<file path="src/rtl/quadrature_step_decoder_if.sv">
// quadrature_step_decoder_if: encoder inputs, enable and decoded step/dir/err outputs
interface quadrature_step_decoder_if;
    logic       en;
    logic       a_in;
    logic       b_in;
    logic       step;
    logic       dir;
    logic       err;
    logic [7:0] err_cnt;
    modport master (output en, a_in, b_in, input step, dir, err, err_cnt);
    modport slave (input en, a_in, b_in, output step, dir, err, err_cnt);
endinterface

</file>
<file path="src/rtl/quadrature_step_decoder.sv">
// quadrature_step_decoder: synchronised, glitch-filtered A/B decoder producing step/dir with illegal-transition counting
// Define QDEC_X1_EN for x1 decoding (step only on 00<->01); default is x4.
module quadrature_step_decoder #(
    parameter int SYNC_STAGES = 2,
    parameter int FILT_CYCLES = 4,
    parameter int FILT_W      = 3
) (
    input logic clk,
    input logic reset,
    quadrature_step_decoder_if.slave bus
);
    localparam int IW = $clog2(SYNC_STAGES + 1);
    typedef enum logic {INIT, RUN} state_t;
    state_t state, state_nxt;
    logic [IW-1:0] init_cnt;
    logic [SYNC_STAGES-1:0] sync_a, sync_b;
    logic [1:0] s, f, prev, chg;
    logic [FILT_W-1:0] cnt [2];
    logic load, up, single, valid, step_d, err_d;

    assign s      = {sync_a[SYNC_STAGES-1], sync_b[SYNC_STAGES-1]};
    assign chg    = f ^ prev;
    assign single = ^chg;
    // Gray order 00->01->11->10: moving forward means old A differs from new B
    assign up     = prev[1] ^ f[0];
`ifdef QDEC_X1_EN
    assign valid  = single & ~prev[1] & ~f[1];
`else
    assign valid  = single;
`endif

    always_ff @(posedge clk) begin
        if (reset) state <= INIT;
        else       state <= state_nxt;
    end

    always_comb begin
        state_nxt = state;
        load      = 1'b0;
        step_d    = 1'b0;
        err_d     = 1'b0;
        if (state == INIT) begin
            load      = init_cnt == IW'(SYNC_STAGES);
            state_nxt = load ? RUN : INIT;
        end else begin
            step_d = bus.en & valid;
            err_d  = bus.en & (&chg);
        end
    end

    always_ff @(posedge clk) begin
        if (reset) begin
            sync_a      <= '0;
            sync_b      <= '0;
            f           <= '0;
            prev        <= '0;
            cnt[0]      <= '0;
            cnt[1]      <= '0;
            init_cnt    <= '0;
            bus.step    <= 1'b0;
            bus.dir     <= 1'b1;
            bus.err     <= 1'b0;
            bus.err_cnt <= '0;
        end else begin
            sync_a   <= {sync_a[SYNC_STAGES-2:0], bus.a_in};
            sync_b   <= {sync_b[SYNC_STAGES-2:0], bus.b_in};
            init_cnt <= (state == INIT) ? init_cnt + 1'b1 : init_cnt;
            bus.step <= step_d;
            bus.err  <= err_d;
            if (step_d) bus.dir <= up;
            if (err_d && bus.err_cnt != 8'hFF) bus.err_cnt <= bus.err_cnt + 8'd1;
            if (load) begin
                f    <= s;
                prev <= s;
            end else if (state == RUN) begin
                prev <= f;
                // a channel only follows its input after FILT_CYCLES consecutive mismatches
                for (int i = 0; i < 2; i++) begin
                    if (s[i] == f[i]) begin
                        cnt[i] <= '0;
                    end else if (cnt[i] == FILT_W'(FILT_CYCLES - 1)) begin
                        f[i]   <= s[i];
                        cnt[i] <= '0;
                    end else begin
                        cnt[i] <= cnt[i] + 1'b1;
                    end
                end
            end
        end
    end
endmodule

</file>
<file path="src/flat_wrapper.sv">
// flat-port wrapper written by rule: the top's interface ports become plain ports
module quadrature_step_decoder_flat 
#(
    parameter int SYNC_STAGES = 2,
    parameter int FILT_CYCLES = 4,
    parameter int FILT_W      = 3
)
  (clk, reset, bus_en, bus_a_in, bus_b_in, bus_step, bus_dir, bus_err, bus_err_cnt);
  quadrature_step_decoder_if bus_i ();
  input logic clk;
  input logic reset;
  input wire logic [$bits(bus_i.en)-1:0] bus_en;
  input wire logic [$bits(bus_i.a_in)-1:0] bus_a_in;
  input wire logic [$bits(bus_i.b_in)-1:0] bus_b_in;
  output wire logic [$bits(bus_i.step)-1:0] bus_step;
  output wire logic [$bits(bus_i.dir)-1:0] bus_dir;
  output wire logic [$bits(bus_i.err)-1:0] bus_err;
  output wire logic [$bits(bus_i.err_cnt)-1:0] bus_err_cnt;
  assign bus_i.en = bus_en;
  assign bus_i.a_in = bus_a_in;
  assign bus_i.b_in = bus_b_in;
  assign bus_step = bus_i.step;
  assign bus_dir = bus_i.dir;
  assign bus_err = bus_i.err;
  assign bus_err_cnt = bus_i.err_cnt;
  quadrature_step_decoder #(.SYNC_STAGES(SYNC_STAGES), .FILT_CYCLES(FILT_CYCLES), .FILT_W(FILT_W)) u_core (.clk(clk), .reset(reset), .bus(bus_i));
endmodule
</file>
<file path="config.mk">
export PLATFORM = sky130hd
export DESIGN_NAME = quadrature_step_decoder_flat
export DESIGN_NICKNAME = d
export VERILOG_FILES = /design/src/rtl/quadrature_step_decoder_if.sv /design/src/rtl/quadrature_step_decoder.sv /design/src/flat_wrapper.sv
export SDC_FILE = /design/constraint.sdc
export NUM_CORES = 1
export LEC_CHECK = 0
export BUFFER_PORTS_ARGS = -buffer_cell sky130_fd_sc_hd__buf_4
export CORE_MARGIN = 4
export CORE_UTILIZATION = 40
export CTS_BUF_LIST = sky130_fd_sc_hd__clkbuf_2
export CTS_CLUSTER_SIZE = 40
export DETAILED_ROUTE_END_ITERATION = 10
export GPL_TIMING_DRIVEN = 0
export PLACE_DENSITY_LB_ADDON = 0.2
export SETUP_SLACK_MARGIN = 0.5
export SYNTH_ARGS = -nofsm -noshare
export SYNTH_HDL_FRONTEND = slang
export SYNTH_SLANG_ARGS = --single-unit
</file>
<file path="constraint.sdc">
create_clock -name clk -period 2 [get_ports clk]
set_clock_uncertainty 0.05 [all_clocks]
set_input_delay 0.3 -clock clk [delete_from_list [all_inputs] [get_ports clk]]
set_output_delay 0.3 -clock clk [all_outputs]
set_load 0.1 [all_outputs]
</file>
==> After elaboration in Yosys (flattened, before gate mapping) <==
Memories as Yosys holds them, arrays and structs flattened.
Index checks and enable logic that the tools add are counted.
{ "word_totals": {"memories": 1, "output_inout_bits": 11, "mem_bits_rw": 6, "reg_bits": 22, "word_cells": 97, "in_bits": 5} }
{ "op_classes": {"n_mux": 55, "n_reduce_logical": 8, "bitwise": 10, "eq_ne": 8, "add_sub_neg": 4} }
{ "memory_table": {"columns": ["name", "depth", "word_bits", "rd", "rd_clocked_by_memory_dff", "write_ports", "line", "text"], "rows": [
  ["u_core.cnt", 2, 3, 2, 0, 2, "quadrature_step_decoder.sv:18", "logic [FILT_W-1:0] cnt [2];"]
]} }
{ "ops": {"columns": ["operator", "n"], "rows": [
  ["$mux 1", 45],
  ["$mux 3", 6],
  ["$add 8x1->8 const B", 1],
  ["$mux 2", 4],
  ["$ne 8x8->1 const B", 1],
  ["$add 3x1->3 const B", 2],
  ["$eq 3x2->1 const B", 2],
  ["$or 1x1->1", 6],
  ["$reduce_and 3->1", 2],
  ["$reduce_bool 2->1", 3],
  ["$ne 2x1->1 const B", 2],
  ["$add 2x1->2 const B", 1],
  ["$and 1x1->1", 2],
  ["$eq 1x1->1", 2],
  ["$eq 2x2->1 const B", 1],
  ["$reduce_and 2->1", 1],
  ["$reduce_xor 2->1", 1],
  ["$xor 2x2->2", 1],
  ["$logic_and 1x1->1", 1],
  ["$xor 1x1->1", 1]
]} }

==> Longest topological paths before layout <==
Gate-level depths: netlist of run 1.
{ "logic_depth": {"word_depth": 9, "depth_mapped": 7, "depth_no_buf": 6} }

==> Worst setup path after synthesis of run 1 <==
No wires, ideal clock.
{ "synth_path": {"kind": "register to register", "from": "register u_core.bus.err_cnt[0]", "to": "register u_core.bus.err_cnt[6]", "arrival_ns": 2.022, "slack_ns": -0.198, "t_required_ns": 1.823, "path_stages_with_launch": 6, "n_path_buf": 0, "synth_period_minus_slack_ns": 2.198, "setup_time_ns": 0.127, "path_cell_list": "dfxtp_1 ha_1 nand3_1 nor4_1 xnor2_1 nor2_1"} }
{ "synth_via": {"elab_chain_cells": 2, "word_cells_on_any_way": 3, "classes_between": "1 x add/sub; 1 x eq/ne; 1 x reduce/logical"} }
{ "synth_lines": {"columns": ["element", "line", "text"], "rows": [
  ["start, declared", "quadrature_step_decoder_if.sv:11", "modport slave (input en, a_in, b_in, output step, dir, err, err_cnt);"],
  ["start signal, assigned", "quadrature_step_decoder.sv:71", "if (err_d && bus.err_cnt != 8'hFF) bus.err_cnt <= bus.err_cnt + 8'd1;"],
  ["branches (longest 2 deep; another with $add 8x1->8)", null, null]
]} }
Several ways; the timed one is not identified.
A chain may end at the register's enable or synchronous reset.

==> Worst setup path in the final report of run 1 <==
{ "layout_path": {"from": "register u_core.f[0]", "to": "register u_core.bus.err_cnt[0]"} }
{ "layout_via": {"elab_chain_cells": 5} }
{ "layout_lines": {"columns": ["element", "line", "text"], "rows": [
  ["start, declared", "quadrature_step_decoder.sv:17", "logic [1:0] s, f, prev, chg;"],
  ["start signal, assigned", "quadrature_step_decoder.sv:73", "f <= s;"],
  ["start signal, assigned by index", "quadrature_step_decoder.sv:82", "f[i] <= s[i];"],
  ["$xor 2x2->2", "quadrature_step_decoder.sv:22", "assign chg = f ^ prev;"],
  ["$reduce_and 2->1", "quadrature_step_decoder.sv:47", "err_d = bus.en & (&chg);"],
  ["$and 1x1->1", "quadrature_step_decoder.sv:47", null],
  ["$mux 1", "quadrature_step_decoder.sv:42", "if (state == INIT) begin"],
  ["$logic_and 1x1->1", "quadrature_step_decoder.sv:71", null]
]} }
Every way passes these cells.

==> results.yml, run 1 <==
status:
  status: "finished, final reports clean"
drt:
  wirelength_um: 2320
  vias: 921
  drc: 0
  first_iter_violations: 28
  ant_nets: 0
  wl_per_cell_um: 11.7
  via_per_inst: 4.65
  dr.pass1.iters: 4
run:
  maxCapViolCount: 0
timing:
  rsz0062_at_grt: "true"
  fin_crit_sh_pct: 80.8
  fmax_mhz: 619
  tns_ns: 0
  drv_slew: 0
  hold_violations: 0
  max-slew-margin-rel_pct: 68.5
  tightestPinTransition_ns: 0.472
  finalSetupViolCount: 0
  layout_min_cycle_time_ns: 1.62
synth:
  synth_nets: 139
  syn-cell-area_um2: 1260
  synth-edff-count: 6
  synthArstFlopShare_pct: 0
  synthCells: 127
  ys_seq_elements: 28
  yosys_warnings: 0
  ys_types: 30
  seq_area_frac_synth_pct: 49.2
  synthFlopType: "dfxtp_1"
  avgSynthCellArea_um2: 9.94
layout:
  design_area_um2: 1660
  final_layout_size_suffix_gt1_share_pct: 39.0
  regArea_um2: 656
  nets: 167
  multi_input_area_um2: 678
  diodes: 0
  fin_cells: 198
  fillCellCount: 279
  area_growth_pct: 31.8
critical_path:
  crit_chain: "buf_8 > xor2_2 > ha_2 > nand3_4 > a41o_1 > xor2_1 > nor2_1"
  critPathCapture: "u_core.bus.err_cnt[0]$_SDFFE_PP0P_"
  cp_top_family: "flip-flops"
  cp.required_ns: 2.24
  reg2reg_from: "u_core.f[0]$_SDFFE_PP0P_"
  reg2reg_depth: 7
  cp.arrival_ns: 1.85
  startpoint_type: "flip-flop"
  cp_slowest_cell: "dfxtp_2"
  end_kind: "flip-flop"
  path_buf_inv: 1
  startpoint: "u_core.f[0]$_SDFFE_PP0P_"
  r2r-end: "u_core.bus.err_cnt[0]$_SDFFE_PP0P_"
  slowest_delay_ns: 0.39
  r2r_slack_ns: 0.38
  path_max_fanout: 7
  cp.depth: 7
  critical_path_class: "flip-flop to flip-flop"
die:
  die_y_um: 64.2
  core_um2: 3030
  num_rows: 20
  ios: 16
  start_util_pct: 41.7
  dieArea_um2: 4120
  dieWidth_um: 64.2
pwr:
  leakage_nw: 0.659
  ir_worst_vdd_mv: 0.502
  power_density_nw_per_um2: 672
global_routing:
  grt_usage_pct: 11.8
  grt-ovfl-total: 0
  first_global_vias: 884
  antenna_found_initial: 0
  grt_pass1_wl_um: 3880
  grt_max_degree: 16
place:
  dpl_cell_area_um2: 1500
  hpwl_um: 1560
  gp_congestion: 0.736
  dp.cells: 186
  portBuffers: 15
clock_tree:
  clock-sinks: 28
  cts_root_buffer: "clkbuf_2"
  numCtsBuffers: 3
  clkSlewWorstSetupHoldPaths_ns: 0.26
  insertion_delay_ns: 0.36
  cts_tree: "done"
  clockBufferDepth: 2
  htreeDepth: 1
worst_hold_path:
  worstHoldStart: "reset"
  hold_class: "input port to flip-flop"
## power breakdown
part | internal (W) | total [W] | switching, W | leakage (nW)
Combinational | 0.000116 | 0.000257 | 0.000142 | 0.395
Clock | 0.0000434 | 0.000208 | 0.000164 | 0.0140
Sequential | 0.000627 | 0.000653 | 0.0000259 | 0.250
## state kept, by name, summed over array words and instances, names as in the netlist
signal and count:
u_core.bus.dir 1, u_core.state 1, u_core.prev 2, u_core.bus.step 1, u_core.init_cnt 2, u_core.bus.err_cnt 8
u_core.sync_b 2, u_core.cnt 6, u_core.f 2, u_core.bus.err 1, u_core.sync_a 2
## cell families (layout without fill, tap and decap cells)
group | count (synthesis) | count (layout) | synth area share (%)
and+or+nand+nor | 54 | 54 | 21.0
DFF | 28 | 28 | 49.2
adders and majority gates | 7 | 7 | 6.94
xor gates and xnor gates | 10 | 10 | 6.94
muxes | 6 | 6 | 4.76
buffers and inverters | 12 | 39 | 4.36
AOI/OAI and AO/OA | 10 | 10 | 6.84
## synth_stat cells, drive strengths merged (4+ instances only)
cell    count  share of area [%]
nand2       4                1.2
xnor2       6                4.2
a21oi       5                2.0
xor2        4                2.8
ha          7                6.9
mux2i       6                4.8
nor2       28                8.3
edfxtp      6                 14
nor2b       5                2.5
dfxtp      22                 35
inv         6                1.8
nand3       4                2.6
## stage by stage
step	hold WS [ns]	setup slack (ns)	total power [W]	util [%]
2_1_floorplan	0.322	0.484	0.000850	-
3_3_place_gp	0.371	0.366	0.000888	49.5
3_5_place_dp	0.378	0.352	0.000897	49.5
4_1_cts	0.0381	0.353	0.00112	52.2
5_1_grt	0.0176	0.276	0.00120	55.0
6_report	0.0538	0.384	0.00112	55.0
## metal layers
metal / wire (µm) / vias to the layer above / global-route usage [%]
met2: 1100 / 11 / 18.7
met1: 1110 / 422 / 15.7
met3: 63 / 5 / 2.28
met5: 0 / - / 0
li1: - / 483 / -
met4: 42 / 0 / 4.75
## repair_timing
action / 4_1_cts / 5_1_grt
setup buffers: 5 / 3
endpoints found under the setup margin: 14 / 27
resized for setup: 7 / 17
hold buffers: 0 / 0
pin swaps: 1 / 11
## worst reg2reg max path: cells and delay by family (launching register included)
family,cells,cell delay (ns)
DFF,1,0.39
buffers and inverters,1,0.09
adders and majority gates,1,0.22
and+or+nand+nor,2,0.20
xor gates and xnor gates,2,0.30
AOI/OAI and AO/OA,1,0.29
## layout make-up
cell class                 count  area share [%]
timing repair buffer          23            11.5
buffer                         6            2.56
clock buffer                   3           0.902
sequential                    28            39.4
multi-input combinational     87            40.8
tap                           44            3.31
clock inverter                 1           0.226
inverter                       6            1.35
## worst min path at each step
| stage | cells past startpoint | end | slack (ns) |
|---|---|---|---|
| after CTS | 2 | u_core.sync_b[1]$_SDFF_PP0_ | 0.04 |
| after global routing | 2 | u_core.sync_b[1]$_SDFF_PP0_ | 0.02 |
| final | 2 | u_core.sync_a[1]$_SDFF_PP0_ | 0.05 |
| after detailed placement | 1 | u_core.sync_b[1]$_SDFF_PP0_ | 0.38 |
| after floorplan | 1 | u_core.sync_a[0]$_SDFF_PP0_ | 0.32 |
| after global placement | 1 | u_core.sync_a[1]$_SDFF_PP0_ | 0.37 |
## placed cells by master, fill, tap and decap left out, types with 2 or more instances in the layout
master | synthesis | final
nor2_2 | 0 | 2
or3_4 | 0 | 2
nor3_1 | 2 | 2
dfxtp_2 | 0 | 4
a21oi_1 | 5 | 5
dfxtp_1 | 22 | 10
buf_4 | 0 | 18
ha_2 | 0 | 4
clkbuf_1 | 2 | 2
mux2i_1 | 6 | 6
nand3_1 | 3 | 3
xor2_1 | 4 | 3
nor2b_1 | 5 | 5
dfxtp_4 | 0 | 8
edfxtp_1 | 6 | 6
nand2_1 | 4 | 4
nand2b_1 | 2 | 2
buf_6 | 1 | 6
inv_1 | 6 | 6
clkbuf_2 | 1 | 3
or2_2 | 2 | 2
nor2_1 | 28 | 25
xnor2_1 | 6 | 6
ha_4 | 0 | 2
Power figures use the tool's default switching activity.
==> inputs of run 2 (changes only) <==
clock period = 1.35 ns   (was 2 ns; I/O delays follow)
==> run 2 against run 1 <==
The flow now finishes with violations (setup timing). Fmax up 0.71%. Via count up 13%. Non-clock buffer count up 14. Setup slack worse by 0.64 ns. Combinational power rose to 2.9 times the previous value. Global-route usage up 1.3 points. Routed wire length up 16%. Clock power up 50%. Total power up 82%. First-iteration DRC count up 43%. Final area up 22%. Flip-flop and latch count unchanged.
==> results.yml, run 2 (synthesis gave the netlist of run 1 again) <==
status:
  status: "finished, violations left"
  violations: "setup timing"
critical_path:
  critical_path_class: "flip-flop to flip-flop"
  r2r_slack_ns: -0.26
  startpoint_type: "flip-flop"
  cp.required_ns: 1.58
  path_max_fanout: 6
  slowest_delay_ns: 0.45
  cp_slowest_cell: "dfxtp_1"
  end_kind: "flip-flop"
  cp.arrival_ns: 1.83
  crit_chain: "xor2_2 > ha_2 > nand3_4 > buf_4 > nor2_2 > and3_1 > nor3_1"
die:
  die_y_um: 64.2
  dieArea_um2: 4120
  num_rows: 20
  dieWidth_um: 64.2
  start_util_pct: 41.7
  ios: 16
  core_um2: 3030
layout:
  nets: 181
  largest_register: "u_core.bus.err_cnt"
  area_growth_pct: 61.1
  final_layout_size_suffix_gt1_share_pct: 54.2
  finish.utilization_pct: 67.1
  final_cell_mix: "21 x nor2_1, 21 x buf_4, 12 x buf_12, 12 x dfxtp_4"
  largest_reg_flops: 8
  fillCellCount: 221
  top_regs: "u_core.bus.err_cnt (8), u_core.cnt (6)"
  design_area_um2: 2030
  diodes: 0
clock_tree:
  clock-sinks: 28
  cts_root_buffer: "clkbuf_2"
  clkSlewWorstSetupHoldPaths_ns: 0.26
  clockBufferDepth: 2
  insertion_delay_ns: 0.36
  htreeDepth: 1
  cts_tree: "done"
  numCtsBuffers: 3
timing:
  layout_min_cycle_time_ns: 1.61
  rsz0062_at_grt: "true"
  fin_ws_ns: -0.255
  fmax_mhz: 623
  tns_ns: -2.15
  fin_crit_sh_pct: 119
  tightestPinTransition_ns: 0.494
  drv_slew: 0
  hold_violations: 0
  max-slew-margin-rel_pct: 67.1
  finalSetupViolCount: 15
drt:
  via_per_inst: 4.90
  drc: 0
  ant_nets: 0
  dr.pass1.iters: 5
  wl_per_cell_um: 12.6
  first_iter_violations: 40
  vias: 1038
  wirelength_um: 2670
global_routing:
  grt-ovfl-total: 0
  antenna_found_initial: 0
  first_global_vias: 954
  globalRoute.busiestLayer: "met2"
  use_met2_pct: 21.5
  grt_usage_pct: 13.1
  grtUsageMet1_pct: 17.0
  grt_pass1_wl_um: 4280
  grt_max_degree: 16
  met3_usage_pct: 2.11
pwr:
  leakage_nw: 0.778
  ir_worst_vdd_mv: 0.773
  power_density_nw_per_um2: 999
place:
  dpl_cell_area_um2: 1560
  gp_congestion: 0.746
  hpwl_um: 1650
  portBuffers: 15
run:
  maxCapViolCount: 0
worst_hold_path:
  hold_class: "input port to flip-flop"
run 2: changes by cell type in the layout (fill, tap and decap cells not counted), sizes merged:
| cell | before | now |
|---|---|---|
| dlygate4sd3 | 0 | 3 |
| clkbuf | 5 | 6 |
| buf | 27 | 38 |
| clkinv | 1 | 0 |
run 2: final timing paths:
check,start,to,cells after the start
max,u_core.prev[0]$_SDFFE_PP0P_,u_core.bus.err_cnt[3]$_SDFFE_PP0P_,7
min,bus_en,u_core.bus.step$_SDFF_PP0_,3
max reg2reg,u_core.prev[0]$_SDFFE_PP0P_,u_core.bus.err_cnt[3]$_SDFFE_PP0P_,7
min reg2reg,u_core.sync_b[0]$_SDFF_PP0_,u_core.sync_b[1]$_SDFF_PP0_,1
run 2: metal layers:
metal	routed length (µm)	up-vias
met5	0	-
met2	1370	18
met4	30	0
met3	63	4
met1	1210	503
li1	-	513
run 2: where the power goes:
part	internal, W	switching, W
sequential	0.000928	0.0000536
clock	0.0000781	0.000235
combinational	0.000414	0.000323
total	0.00142	0.000611
run 2: repair_timing:
item / in CTS / in global routing
endpoints found under the hold margin: 4 / 0
gates cloned: 1 / 0
setup endpoints to repair: 41 / 41
setup buffers: 7 / 11
resized for setup: 47 / 17
pin swaps: 7 / 12
hold buffers: 3 / 0
run 2: critical path, delay by kind of cell (launching register included):
kind	cells	cell delay (ns)
buffers and inverters	1	0.17
adder cells (fa/ha/maj)	1	0.22
AND/OR/NAND/NOR	4	0.47
XOR/XNOR	1	0.16
flip-flops	1	0.45
run 2: layout make-up:
cell class	count	area, µm²	share of cell area [%]
Multi-Input combinational cell	87	761	37.4
Sequential cell	28	672	33.0
Timing Repair Buffer	37	439	21.6
Buffer	6	63.8	3.14
Tap cell	44	55.1	2.71
Inverter	6	22.5	1.11
Clock buffer	4	20.0	0.985
run 2: stage by stage:
stage | std cells | total power [W] | setup WS [ns] | hold WS [ns]
3_5_place_dp | 186 | 0.00143 | -0.279 | 0.370
5_1_grt | 212 | 0.00217 | -0.322 | 0.00473
2_1_floorplan | 127 | 0.00134 | -0.163 | 0.224
6_report | 212 | 0.00203 | -0.255 | 0.0418
3_3_place_gp | 186 | 0.00140 | -0.278 | 0.362
4_1_cts | 201 | 0.00185 | -0.266 | 0.0470
